File: config.mk
export PLATFORM = sky130hd
export DESIGN_NAME = dds_phase_accum
export DESIGN_NICKNAME = d
export VERILOG_FILES = /design/src/rtl/dds_pkg.sv /design/src/rtl/dds_lfsr.sv /design/src/rtl/dds_phase_accum.sv
export SDC_FILE = /design/constraint.sdc
export NUM_CORES = 1
export LEC_CHECK = 0
export BUFFER_PORTS_ARGS = -buffer_cell sky130_fd_sc_hd__buf_2
export CORE_ASPECT_RATIO = 0.6
export CORE_UTILIZATION = 40
export CTS_CLUSTER_SIZE = 14
export DETAILED_ROUTE_END_ITERATION = 8
export GPL_TIMING_DRIVEN = 0
export HOLD_SLACK_MARGIN = 0.02
export PLACE_DENSITY = 0.63
export SLEW_MARGIN = 0
export SYNTH_ARGS = -nofsm -noshare
export SYNTH_HDL_FRONTEND = slang
export SYNTH_SLANG_ARGS = --single-unit
File: constraint.sdc
create_clock -name clk -period 7 [get_ports clk]
set_input_delay 1.05 -clock clk [delete_from_list [all_inputs] [get_ports clk]]
set_output_delay 1.05 -clock clk [all_outputs]
set_load 0.01 [all_outputs]
File: src/rtl/dds_pkg.sv
// Shared definitions for the DDS phase accumulator: default widths, config
// address map and the dither LFSR constants/step function.
package dds_pkg;

   localparam int DDS_ACC_W   = 24;
   localparam int DDS_PHASE_W = 14;

   // cfg_addr map: three little-endian FTW bytes, then the phase offset byte
   typedef enum logic [1:0] {
      ADDR_FTW0 = 2'd0,
      ADDR_FTW1 = 2'd1,
      ADDR_FTW2 = 2'd2,
      ADDR_OFF  = 2'd3
   } cfg_addr_e;

   localparam int          LFSR_W    = 16;
   localparam logic [15:0] LFSR_SEED = 16'hACE1;
   // Right-shifting Galois form of x^16+x^14+x^13+x^11+1
   localparam logic [15:0] LFSR_TAPS = 16'hB400;

   function automatic logic [LFSR_W-1:0] lfsr_next(input logic [LFSR_W-1:0] s);
      return (s >> 1) ^ (s[0] ? LFSR_TAPS : '0);
   endfunction

endpackage

File: src/rtl/dds_lfsr.sv
// 16-bit Galois LFSR used as the phase-truncation dither source.
// Only instantiated when DDS_PHASE_DITHER_EN is defined.
module dds_lfsr
   import dds_pkg::*;
(
   input  logic              clk,
   input  logic              rst,
   input  logic              step,
   output logic [LFSR_W-1:0] out
);

   logic [LFSR_W-1:0] lfsr_q, lfsr_d;

   // Advance one state per step, otherwise hold
   always_comb begin
      lfsr_d = lfsr_q;
      if (step) lfsr_d = lfsr_next(lfsr_q);
   end

   // State register, reseeded on reset (the all-zero state would lock up)
   always_ff @(posedge clk or posedge rst) begin
      if (rst) lfsr_q <= LFSR_SEED;
      else     lfsr_q <= lfsr_d;
   end

   assign out = lfsr_q;

endmodule

File: src/rtl/dds_phase_accum.sv
// DDS phase accumulator (NCO core). Byte-loadable shadow FTW/offset registers
// committed atomically, sync clear, wrap pulse on accumulator carry-out.
// Optional build macro: DDS_PHASE_DITHER_EN adds LFSR dither ahead of the
// phase truncation (requires ACC_W - PHASE_W between 1 and 16).
module dds_phase_accum
   import dds_pkg::*;
#(
   parameter int ACC_W   = DDS_ACC_W,   // multiple of 8, >= PHASE_W
   parameter int PHASE_W = DDS_PHASE_W  // > 8
) (
   input  logic               clk,
   input  logic               rst,
   input  logic               ena,
   input  logic               cfg_we,
   input  logic [1:0]         cfg_addr,
   input  logic [7:0]         cfg_data,
   input  logic               commit,
   input  logic               sync,
   output logic [PHASE_W-1:0] phase,
   output logic               wrap
);

   logic [ACC_W-1:0]   ftw_sh_q, ftw_sh_d;
   logic [7:0]         off_sh_q, off_sh_d;
   logic [ACC_W-1:0]   ftw_q, ftw_d;
   logic [7:0]         off_q, off_d;
   logic [ACC_W-1:0]   acc_q, acc_d;
   logic [PHASE_W-1:0] phase_q, phase_d;
   logic               wrap_q, wrap_d;

   logic [ACC_W:0]     acc_sum;
   logic [ACC_W-1:0]   acc_src;
   logic [PHASE_W-1:0] off_ext;

`ifdef DDS_PHASE_DITHER_EN
   logic [LFSR_W-1:0] lfsr_out;
   logic [ACC_W-1:0]  dith_mask;

   dds_lfsr u_lfsr (
      .clk  (clk),
      .rst  (rst),
      .step (ena),
      .out  (lfsr_out)
   );

   // Low (ACC_W-PHASE_W) LFSR bits land exactly on the truncated bits
   assign dith_mask = (ACC_W'(1) << (ACC_W - PHASE_W)) - ACC_W'(1);
   assign acc_src   = acc_q + (ACC_W'(lfsr_out) & dith_mask);
`else
   assign acc_src = acc_q;
`endif

   // The 8-bit offset is aligned to the top of the phase word
   assign off_ext = PHASE_W'(off_q) << (PHASE_W - 8);
   assign acc_sum = {1'b0, acc_q} + {1'b0, ftw_q};

   // Config path: shadow byte writes ignore ena; commit copies the pre-edge
   // shadow, so a write in the commit cycle waits for the next commit
   always_comb begin
      ftw_sh_d = ftw_sh_q;
      off_sh_d = off_sh_q;
      ftw_d    = ftw_q;
      off_d    = off_q;
      if (cfg_we) begin
         if (cfg_addr == ADDR_OFF) begin
            off_sh_d = cfg_data;
         end else begin
            for (int b = 0; b < ACC_W / 8; b++)
               if (int'(cfg_addr) == b) ftw_sh_d[b*8 +: 8] = cfg_data;
         end
      end
      if (commit) begin
         ftw_d = ftw_sh_q;
         off_d = off_sh_q;
      end
   end

   // Accumulate path: phase always comes from the pre-edge accumulator, sync
   // only clears the accumulator and suppresses the carry
   always_comb begin
      acc_d   = acc_q;
      phase_d = phase_q;
      wrap_d  = 1'b0;
      if (ena) begin
         phase_d = acc_src[ACC_W-1 -: PHASE_W] + off_ext;
         if (sync) begin
            acc_d = '0;
         end else begin
            acc_d  = acc_sum[ACC_W-1:0];
            wrap_d = acc_sum[ACC_W];
         end
      end
   end

   // All state registers, cleared asynchronously
   always_ff @(posedge clk or posedge rst) begin
      if (rst) begin
         ftw_sh_q <= '0;
         off_sh_q <= '0;
         ftw_q    <= '0;
         off_q    <= '0;
         acc_q    <= '0;
         phase_q  <= '0;
         wrap_q   <= 1'b0;
      end else begin
         ftw_sh_q <= ftw_sh_d;
         off_sh_q <= off_sh_d;
         ftw_q    <= ftw_d;
         off_q    <= off_d;
         acc_q    <= acc_d;
         phase_q  <= phase_d;
         wrap_q   <= wrap_d;
      end
   end

   assign phase = phase_q;
   assign wrap  = wrap_q;

endmodule

==> results.yml, run 1 <==
status:
  status: "finished clean"
floorplanning:
  ios: 31
  die_w_um: 151
  die_height_um: 91.5
  start_util: 0.413
  row_count: 32
  die_area_um2: 13800
  core_area_um2: 12900
sta:
  finClkSkew_ns: 0.00733
  final_hold_viol_count: 0
  relSlewSlack: 0.502
  whs_ns: 0.493
  rsz0062_at_grt: "no"
  post-route-min-period_ns: 2.87
  setup_tns_ns: 0
  worst_slack_ns: 4.13
  period_share: 0.410
  tightest_slew_ns: 0.743
  setup_violations: 0
  clock.fmax_ghz: 0.348
  final-max-slew-violation-count: 0
layout:
  syn_to_final_growth_pct: 13.2
  multi_input_area_um2: 2650
  layout.nets: 545
  num_antenna_cells: 0
  seqCellArea_um2: 2580
  nFillCells: 1177
  fin_cells: 671
  layout-drive-gt1-share: 0.255
yosys:
  synth_top_cell_by_area: "dfrtp_1"
  syn-num-nets: 505
  syn_area_per_cell_um2: 11.7
  ys_async_sr_fraction: 1.00
  synthDistinctLibCells: 58
  synth_common_cells: "103 x dfrtp_1, 73 x mux2_2, 36 x nand2_1"
  synth_warnings: 0
  synth_most_common_cell: "dfrtp_1"
  synth_area_um2: 5340
  synth_top_flop_cell: "dfrtp_1"
  syn_inst: 456
  synth_top_area_share: 0.483
  synth_edf_count: 0
  yosys_register_bits: 103
  synth.area.top_cells: "dfrtp_1 48%, mux2_2 15%, ha_1 7.3%"
  yosysSeqAreaShare: 0.483
critical_path:
  cp_top_family: "buffers and inverters"
  crit_type: "primary input to flop"
  critPathCaptureType: "flop"
  r2r_setup_slack_ns: 4.24
  path_cells: "clkbuf_1, inv_2, nor2_1, clkbuf_1, o21ai_0, a21oi_1"
  arrival_ns: 3.10
  path_buf_inv: 3
  startpoint_type: "primary input"
  cp_slowest_cell: "clkbuf_1"
  cpPeakStageDelay_ns: 0.48
  cp_common_cell: "clkbuf_1"
  required_ns: 7.23
  worstPathMaxFanout: 10
power_and_ir_drop:
  ir_drop_mv: 0.127
  p_leak_nw: 2.75
  p_per_area_nw_per_um2: 426
global_routing:
  grt_max_degree: 69
  grt_remaining_overflow: 0
  grt.total_usage: 0.198
  grt_pass1_wl_um: 20000
  grt_pass1_vias: 3535
  antenna_found_initial: 0
drt:
  drt-pass1-iter-count: 5
  via_per_inst: 5.64
  dr_total_vias: 3786
  drc: 0
  first_iter_violations: 261
  wl_per_cell_um: 19.0
  drtAntennaViolNets: 0
  drt_wl_total_um: 12700
clock_network:
  cts.sinks: 103
  clock_latency_ns: 0.35
  cts_root_buf: "clkbuf_16"
  path_clk_slew_ns: 0.07
  cts_tree: "done"
  post_cts_resized: 0
  cts_buffers: 9
  clk_path_buf_depth: 2
  postCtsHoldBufs: 0
  htreeDepth: 3
  cts_setup_buffers: 0
worst_hold_path:
  hp-class: "flop to flop"
placed_design:
  io_buffers: 28
  gp_congestion: 0.939
  dp_hpwl_um: 9410
  place_inst: 655
  pre_cts_slack_ns: 3.75
run:
  drv_cap: 0
worst register-to-register path: cells and delay by family, from the launching register on:
family	cells	cell delay, ns
AOI/OAI and AO/OA	4	1.18
adders and majority gates	2	0.63
and+or+nand+nor	2	0.46
DFF	1	0.39
logic make-up after synthesis:
family / after synthesis / synth area share
AO/OA/AOI/OAI: 111 / 0.147
flip-flops: 103 / 0.483
AND/OR/NAND/NOR: 91 / 0.0820
multiplexers: 74 / 0.156
adder cells (fa/ha/maj): 33 / 0.0802
buffers and inverters: 25 / 0.0204
XOR/XNOR: 19 / 0.0312
metal layers:
metal / share of wire / up-vias / track usage
li1: - / 1786 / -
met1: 0.54 / 1889 / 0.326
met2: 0.38 / 97 / 0.251
met3: 0.066 / 14 / 0.0457
met4: 0.0094 / 0 / 0.0475
met5: 0 / - / 0
final cells by class:
| class | count | area share |
|---|---|---|
| clock buffers | 9 | 0.0373 |
| repair buffers | 29 | 0.0278 |
| inverters | 11 | 0.00725 |
| clock inverters | 7 | 0.0157 |
| well taps | 170 | 0.0352 |
| flip-flops and latches | 103 | 0.427 |
| plain buffers | 14 | 0.0112 |
| multi-input cells | 328 | 0.439 |
flip-flops by register name, indices dropped and copies added (netlist names):
name	count
off_sh_q	8
wrap	1
phase	14
ftw_q	24
ftw_sh_q	24
acc_q	24
off_q	8
where the power goes:
group          internal (W)  switching, W
clock              0.000289      0.000250
sequential         0.000777      0.000143
combinational      0.000509      0.000605
total               0.00158      0.000999
cells in the final DEF, fill, tap and decap left out, types with 3 or more instances in the layout:
cell and count:
a211o_1 4, a211oi_1 4, a21o_1 9, a21oi_1 24, a22o_1 11, buf_2 28, clkbuf_1 10, clkbuf_16 9
dfrtp_1 103, ha_1 31, inv_1 9, mux2_2 73, nand2_1 36, nand3_1 4, nand4_1 4, nor2_1 18
nor2b_1 4, nor3_1 8, o21a_1 6, o21ai_0 19, o2bb2ai_1 3, o31ai_1 5, xnor2_1 13, xor2_1 6
final timing paths:
check	start	depth (start not counted)	to
min in group asynchronous	rst	2	off_sh_q[7]
min	phase[12]	2	phase[12]
min reg2reg	phase[12]	2	phase[12]
max	ena	6	wrap
max in group asynchronous	rst	3	acc_q[15]
max reg2reg	ftw_q[0]	8	acc_q[16]
per-stage QoR:
stage                      util  instance area [µm²]  power [W]
after floorplan               -                 5340    0.00173
after global placement    0.440                 5690    0.00199
after detailed placement  0.442                 5720    0.00202
after CTS                 0.467                 6040    0.00257
after global routing      0.467                 6040    0.00276
final                     0.467                 6040    0.00257
(Power assumes the default switching activity.)
==> inputs of run 2 (changes only) <==
--- a/config.mk
+++ b/config.mk
@@ -5,6 +5,7 @@
 export SDC_FILE = /design/constraint.sdc
 export NUM_CORES = 1
 export LEC_CHECK = 0
+export ABC_AREA = 1
 export BUFFER_PORTS_ARGS = -buffer_cell sky130_fd_sc_hd__buf_2
 export CORE_ASPECT_RATIO = 0.6
 export CORE_UTILIZATION = 40
==> constraint.sdc (replaced) <==
create_clock -name clk -period 2.8 [get_ports clk]
set_input_delay 0.42 -clock clk [delete_from_list [all_inputs] [get_ports clk]]
set_output_delay 0.42 -clock clk [all_outputs]
set_load 0.01 [all_outputs]
==> results.yml, run 2 <==
yosys:
  synth_top_area_share: 0.440
  ys_async_sr_fraction: 1.00
  yosysSeqAreaShare: 0.440
  synth_most_common_cell: "nand2_1"
  synth_top_flop_cell: "dfrtp_1"
  synth_common_cells: "260 x nand2_1, 103 x dfrtp_1, 92 x inv_1"
  synthDistinctLibCells: 35
  synth.area.top_cells: "dfrtp_1 44%, nand2_1 17%, ha_1 6.6%"
  yosys_register_bits: 103
  synth_warnings: 0
  syn_area_per_cell_um2: 7.95
  syn-num-nets: 786
  syn_inst: 737
  synth_edf_count: 0
  synth_top_cell_by_area: "dfrtp_1"
  synth_area_um2: 5860
sta:
  clock.fmax_ghz: 0.458
  final-max-slew-violation-count: 0
  relSlewSlack: 0.507
  final_hold_viol_count: 0
  post-route-min-period_ns: 2.18
  whs_ns: 0.170
  worst_slack_ns: 0.615
  rsz0062_at_grt: "no"
  setup_tns_ns: 0
  period_share: 0.780
  setup_violations: 0
  finClkSkew_ns: 0.0121
  tightest_slew_ns: 0.738
clock_network:
  cts_tree: "done"
  clock_latency_ns: 0.36
  cts_root_buf: "clkbuf_16"
  cts.sinks: 103
  htreeDepth: 3
  post_cts_resized: 0
  clk_path_buf_depth: 2
  cts_buffers: 9
  path_clk_slew_ns: 0.08
  postCtsHoldBufs: 0
  cts_setup_buffers: 0
layout:
  layout.nets: 828
  num_antenna_cells: 0
  layout-drive-gt1-share: 0.156
  nFillCells: 1431
  reg.largest.list: "acc_q: 24 flops, ftw_q: 24 flops, ftw_sh_q: 24 flops"
  layout_common_cells: "260 x nand2_1, 103 x dfrtp_1, 91 x inv_1, 44 x o21ai_0, 39 x nand3_1"
  layout_commonest_cell: "nand2_1"
  fin_cells: 976
  syn_to_final_growth_pct: 12.3
power_and_ir_drop:
  p_per_area_nw_per_um2: 846
  power.total_w: 0.00557
  ir_drop_mv: 0.318
  p_leak_nw: 3.56
critical_path:
  path_cells: "ha_1, fa_1, nand2_2, nand2_2, and2_4, nand2_2, nand2_4, nand2_2, nand2_2, nand2_1, nand3_1, nand2_1, inv_1"
  startpoint_type: "flop"
  crit_type: "flop to flop"
  critPathCaptureType: "flop"
  cp_slowest_cell: "fa_1"
  startpoint: "ftw_q[0]"
  cp_common_cell: "nand2_2"
  cpPeakStageDelay_ns: 0.46
  worstPathMaxFanout: 4
  arrival_ns: 2.44
  r2r_start: "ftw_q[0]"
  required_ns: 3.05
global_routing:
  grt_remaining_overflow: 0
  antenna_found_initial: 0
  grt_pass1_wl_um: 24400
  grt.total_usage: 0.220
  grt_pass1_vias: 4532
  grt_max_degree: 39
drt:
  first_iter_violations: 479
  wl_per_cell_um: 15.4
  dr_total_vias: 4891
  drt_wl_total_um: 15100
  drt-pass1-iter-count: 5
  drtAntennaViolNets: 0
  drc: 0
  via_per_inst: 5.01
placed_design:
  io_buffers: 29
  pre_cts_slack_ns: 0.659
  dp_hpwl_um: 11800
  place_inst: 960
  gp_congestion: 0.931
status:
  status: "finished clean"
floorplanning:
  ios: 31
  die_area_um2: 15200
  die_height_um: 95.8
  core_area_um2: 14000
  row_count: 33
  die_w_um: 158
  start_util: 0.420
run:
  drv_cap: 0
worst_hold_path:
  hp-class: "primary input to async pin"
## run 2: final cells by class
class                   instances  area [µm²]  area share
clock inverters                 6        62.6     0.00951
well taps                     192         240      0.0365
multi-input cells             521        2850       0.432
plain buffers                  15        70.1      0.0106
flip-flops and latches        103        2580       0.392
clock buffers                  10         229      0.0348
repair buffers                 31         185      0.0281
inverters                      98         372      0.0565
## run 2: worst paths after layout
kind	endpoint	slack, ns	cells past startpoint
setup / recovery	wrap	0.62	13
hold / removal	ftw_q[23]	0.17	2
setup reg to reg	wrap	0.62	13
hold reg to reg	phase[1]	0.47	2
max in group asynchronous	acc_q[5]	1.98	3
min in group clk	acc_q[4]	0.26	2
## run 2: cells by family after synthesis
family,share of synthesized area
AND/OR/NAND/NOR,0.276
flip-flops,0.440
buffers and inverters,0.0747
adder cells (fa/ha/maj),0.0730
multiplexers,0.0596
AO/OA/AOI/OAI,0.0726
XOR/XNOR,0.00448
## run 2: power by group
group | switching, W | internal [W]
Combinational | 0.00133 | 0.000805
Sequential | 0.000315 | 0.00186
Clock | 0.000630 | 0.000630
Total | 0.00228 | 0.00329
## run 2: through the flow
step                cell area [µm²]   util
detailed placement             6290  0.451
global placement               6250  0.448
finish                         6580  0.472
floorplan                      5860      -
CTS                            6580  0.472
global route                   6580  0.472
## run 2: layer usage
metal	GRT usage	wire [µm]
met5	0	0
met4	0.0385	99
met3	0.0455	1050
met2	0.293	5620
met1	0.357	8310
## run 2: critical path: cells and delay by family, from the launching register on
kind / cells / cell delay (ns)
DFF: 1 / 0.44
and+or+nand+nor: 10 / 0.85
buffers and inverters: 1 / 0.04
adders and majority gates: 2 / 0.74
